$ cat src/rtl/uart_rx_ctrl.sv
// UART receive sequencer: start qualification, mid-bit sampling,
// Rx shift register control, stop check and host handshake.
module uart_rx_ctrl #(
  parameter int WIDTH      = 8,
  parameter int OVERSAMPLE = 16
) (
  input  logic             clk,
  input  logic             rst,
  input  logic             baud_tick,
  input  logic             rx_in,
  output logic             rsr_d_in,
  output logic             rsr_en,
  output logic             rsr_ld_sh,
  input  logic [WIDTH-1:0] rsr_q,
  output logic [WIDTH-1:0] rx_data,
  output logic             rx_valid,
  input  logic             rx_ready,
  output logic             frame_err,
  output logic             overrun,
  output logic             busy
);

  localparam int TW = $clog2(OVERSAMPLE);
  localparam int BW = (WIDTH > 1) ? $clog2(WIDTH) : 1;

  localparam logic [TW-1:0] T_MID  = TW'(OVERSAMPLE / 2 - 1);
  localparam logic [TW-1:0] T_LAST = TW'(OVERSAMPLE - 1);
  localparam logic [BW-1:0] B_LAST = BW'(WIDTH - 1);

  typedef enum logic [1:0] {
    S_IDLE,
    S_START,
    S_DATA,
    S_STOP
  } state_t;

  state_t state, state_n;

  logic rx_m, rx_s;

  logic [TW-1:0] tick_cnt, tick_n, tick_inc;
  logic [BW-1:0] bit_cnt, bit_n;

  logic             d_in_n;
  logic             en_n;
  logic             ld_n;
  logic [WIDTH-1:0] data_n;
  logic             valid_n;
  logic             fe_n;
  logic             ov_n;

  assign tick_inc = tick_cnt + TW'(1);

  // two-flop synchronizer for the asynchronous line, idles high
  always_ff @(posedge clk) begin
    if (rst) begin
      rx_m <= 1'b1;
      rx_s <= 1'b1;
    end else begin
      rx_m <= rx_in;
      rx_s <= rx_m;
    end
  end

  // state and tick/bit counters
  always_ff @(posedge clk) begin
    if (rst) begin
      state    <= S_IDLE;
      tick_cnt <= '0;
      bit_cnt  <= '0;
    end else begin
      state    <= state_n;
      tick_cnt <= tick_n;
      bit_cnt  <= bit_n;
    end
  end

  // next state, counters and next registered outputs
  always_comb begin
    state_n = state;
    tick_n  = tick_cnt;
    bit_n   = bit_cnt;
    d_in_n  = rsr_d_in;
    en_n    = 1'b0;
    ld_n    = 1'b0;
    data_n  = rx_data;
    valid_n = rx_valid & ~rx_ready;
    fe_n    = 1'b0;
    ov_n    = 1'b0;

    unique case (state)
      S_IDLE: begin
        if (baud_tick && !rx_s) begin
          tick_n  = '0;
          state_n = S_START;
        end
      end

      S_START: begin
        if (baud_tick) begin
          tick_n = tick_inc;
          if (tick_inc == T_MID) begin
            if (!rx_s) begin
              en_n    = 1'b1;
              ld_n    = 1'b1;
              tick_n  = '0;
              bit_n   = '0;
              state_n = S_DATA;
            end else begin
              state_n = S_IDLE;
            end
          end
        end
      end

      S_DATA: begin
        if (baud_tick) begin
          tick_n = tick_inc;
          if (tick_inc == T_LAST) begin
            en_n   = 1'b1;
            d_in_n = rx_s;
            if (bit_cnt == B_LAST) begin
              bit_n   = '0;
              state_n = S_STOP;
            end else begin
              bit_n = bit_cnt + BW'(1);
            end
          end
        end
      end

      S_STOP: begin
        if (baud_tick) begin
          tick_n = tick_inc;
          if (tick_inc == T_LAST) begin
            if (rx_s) begin
              data_n  = rsr_q;
              valid_n = 1'b1;
              ov_n    = rx_valid & ~rx_ready;
            end else begin
              fe_n = 1'b1;
            end
            state_n = S_IDLE;
          end
        end
      end

      default: state_n = S_IDLE;
    endcase
  end

  // registered outputs
  always_ff @(posedge clk) begin
    if (rst) begin
      rsr_d_in  <= 1'b0;
      rsr_en    <= 1'b0;
      rsr_ld_sh <= 1'b0;
      rx_data   <= '0;
      rx_valid  <= 1'b0;
      frame_err <= 1'b0;
      overrun   <= 1'b0;
      busy      <= 1'b0;
    end else begin
      rsr_d_in  <= d_in_n;
      rsr_en    <= en_n;
      rsr_ld_sh <= ld_n;
      rx_data   <= data_n;
      rx_valid  <= valid_n;
      frame_err <= fe_n;
      overrun   <= ov_n;
      busy      <= (state_n != S_IDLE);
    end
  end

endmodule

$ cat config.mk
export PLATFORM = sky130hd
export DESIGN_NAME = uart_rx_ctrl
export DESIGN_NICKNAME = d
export VERILOG_FILES = /design/src/rtl/uart_rx_ctrl.sv
export SDC_FILE = /design/constraint.sdc
export NUM_CORES = 1
export LEC_CHECK = 0
export CAP_MARGIN = 20
export CORE_MARGIN = 5
export CORE_UTILIZATION = 47
export CTS_BUF_LIST = sky130_fd_sc_hd__clkbuf_4
export DETAILED_ROUTE_END_ITERATION = 10
export PLACE_DENSITY = 0.78
export REMOVE_ABC_BUFFERS = 1
export SYNTH_ARGS = -nofsm -noshare
export SYNTH_HDL_FRONTEND = slang
export SYNTH_SLANG_ARGS = --single-unit
$ cat constraint.sdc
create_clock -name clk -period 2 [get_ports clk]
set_clock_uncertainty 0.1 [all_clocks]
set_input_delay 0.5 -clock clk [delete_from_list [all_inputs] [get_ports clk]]
set_output_delay 0.5 -clock clk [all_outputs]
set_load 0.05 [all_outputs]
==> metrics.txt <==
Sw Ratio 0.275; met2 GRT Util 0.267; Root Buffer clkbuf_4; clock sinks 26; non-filler instance count after layout 214; grt peak-use layer met2; area grow syn2layout 35.1%; Reg power frac 0.560; Slew Limit Fails 0; gr ovfl total 0; worst-margin pin slew 0.404 ns; post-synthesis sequential area ratio 0.400; Synth Flop Type dfxtp_1; total length of routed wires 3010 µm; number of diodes 0; gpl congestion 0.912; status completed; top achievable clock speed roughly 0.52 GHz; FP Rows 19; CTS tree done; PD cells 547 mW/mm²; Async S/R FF share, synth 0; core box area roughly 0.0027 mm²; first-pass GRT wire length around 5000 µm; RSZ-0062 raised after global routing yes; final setup violating endpoints 0; Pleak 0.776 nW; Combinational Power Share 0.208; Die W between 60 and 70 µm; critical path type reg2reg; worst setup path start tick_cnt[0]$_SDFFE_PP0P_; Synth cell types 37; Reg clk slew, reported paths ~0.13 ns; internal power 698 µW; Critical Path RT about 2.2 ns; vias in the first global route 1183; I/O Pins 28; Post-Syn Instances between 100 and 150; gr usage total 0.151; HPWL after DPL 2260 µm; routed vias 1175; clock latency on the worst-skew pair roughly 0.32 ns; peak supply drop about 0.00064 V; First DRT Iteration DRCs 56; Worst setup EP type flip-flop; Num CTS Buffers 3; hold_buf cts 0; WL/cell 14.1 µm; initial antenna violation count 0; Fill cells 230; worst r2r src tick_cnt[0]$_SDFFE_PP0P_; Residual DRC 0; Max H-tree Level 1; worst hold margin 0.329 ns; CP startpoint kind flip-flop; met3 usage 0.0450; hold wc startpoint rx_m$_SDFF_PP1_; nets@finish 206; DR vias/cell 5.49; die area 0.00392 mm²; Avg Inst Size Synth 9.16 µm²; area of the multi-input gates 768 µm²; Clock Power Share 0.232; NetSw 265 µW; Initial Util 0.480; Inst Count DP approximately 210; Worst Path Arrival approximately 2.1 ns; Crit Path Max Fanout 5; EDFF count, synth 0; hold path depth 1; minimum clock period around 1.9 ns; met1 Use GR 0.171; Max-Cap Viols 0; Die Span Y 62.6 µm; R2R depth 7; IO buf count 27; share of layout cells above drive strength 1 0.306; Routed Antenna Nets 0; sequential cell area ~530 µm²; Yosys warning count 0; Max Root-Sink Buffers 2; Slew HR 0.723; count of final hold-check violations 0; DRT Pass-1 Iters 4; Seq cells post-synth 26; fin crit share 0.960; largest net degree at the start of global routing 25; post-synthesis cell area 0.00130 mm²; min-delay worst type reg2reg
[cells in the final DEF (no fill, tap or decap), types with 5 or more instances in the layout]
cell type	synthesis	layout
clkdlybuf4s50_1	0	12
mux2i_1	11	11
o21ai_0	6	6
buf_4	0	31
ha_1	9	5
inv_1	6	5
a21oi_1	10	10
nand2_1	8	8
dfxtp_1	26	21
nor2_1	14	14
[Yosys cell counts, drive strengths merged (3+ instances only)]
master	count	share of area
inv	6	0.017
mux2i	11	0.085
nor3	4	0.015
or2	3	0.014
a21oi	10	0.038
nor2	14	0.040
ha	9	0.087
clkbuf	5	0.014
o21ai	6	0.023
nand3	5	0.023
nand2	8	0.023
nor4	3	0.014
dfxtp	26	0.40
[flip-flops by register name (all words and copies together), names as in the netlist]
| register | flops |
|---|---|
| overrun | 1 |
| rx_valid | 1 |
| busy | 1 |
| rx_data | 8 |
| bit_cnt | 3 |
| state | 2 |
| rsr_ld_sh | 1 |
| rsr_en | 1 |
| rx_m | 1 |
| rsr_d_in | 1 |
| tick_cnt | 4 |
| rx_s | 1 |
| frame_err | 1 |
[worst max-delay path: stages (launching register included)]
cell	delay, ns
dfxtp_2	0.34
buf_4	0.13
inv_1	0.09
ha_1	0.21
nand3_2	0.12
or4b_1	0.49
o22a_1	0.20
a32oi_1	0.16
[cell type report]
type	count	area share
inverters	6	0.0128
multi-input cells	103	0.437
clock buffers	3	0.0128
well taps	31	0.0221
clock inverters	1	0.00214
flip-flops and latches	26	0.301
repair buffers	44	0.212
[power groups by stage]
stage	Clock, mW	Combinational (mW)	Sequential [mW]
6_report	0.224	0.200	0.538
5_1_grt	0.256	0.218	0.541
4_1_cts	0.232	0.191	0.536
3_5_place_dp	0	0.187	0.548
3_3_place_gp	0	0.182	0.547
2_1_floorplan	0	0.0903	0.551
[what timing repair did]
| item | CTS | global route |
|---|---|---|
| endpoints found under the setup margin | 4 | 8 |
| setup buffers | 0 | 2 |
| gates resized for setup | 5 | 10 |
| pin swaps | 0 | 2 |
[stage by stage]
step	TNS, ns	area [µm²]	util	worst slack (ns)	total power [mW]
6_report	0	1760	0.649	0.0790	0.962
3_5_place_dp	-1.39	1660	0.611	-0.214	0.734
2_1_floorplan	-0.0150	1270	-	-0.0129	0.641
4_1_cts	0	1700	0.628	0.00578	0.959
3_3_place_gp	-0.834	1660	0.611	-0.140	0.729
5_1_grt	-0.0648	1760	0.649	-0.0360	1.01
[cell families after synthesis]
| family | share of synthesized area |
|---|---|
| xor+xnor | 0.0346 |
| buf+inv | 0.0394 |
| simple gates | 0.235 |
| compound gates | 0.120 |
| fa+ha+maj | 0.0865 |
| mux | 0.0846 |
| flops | 0.400 |
[worst paths after layout]
path | to | slack (ns)
setup / recovery | busy$_SDFF_PP0_ | 0.08
hold / removal | rx_s$_SDFF_PP1_ | 0.33
hold reg to reg | rx_s$_SDFF_PP1_ | 0.33
setup reg to reg | busy$_SDFF_PP0_ | 0.08
[metal layers]
metal,up-vias,part of all wire
li1,588,-
met1,560,0.44
met2,25,0.52
met3,2,0.034
met4,0,0.0050
met5,-,0
Note: power is estimated with default switching activity, not from simulation.
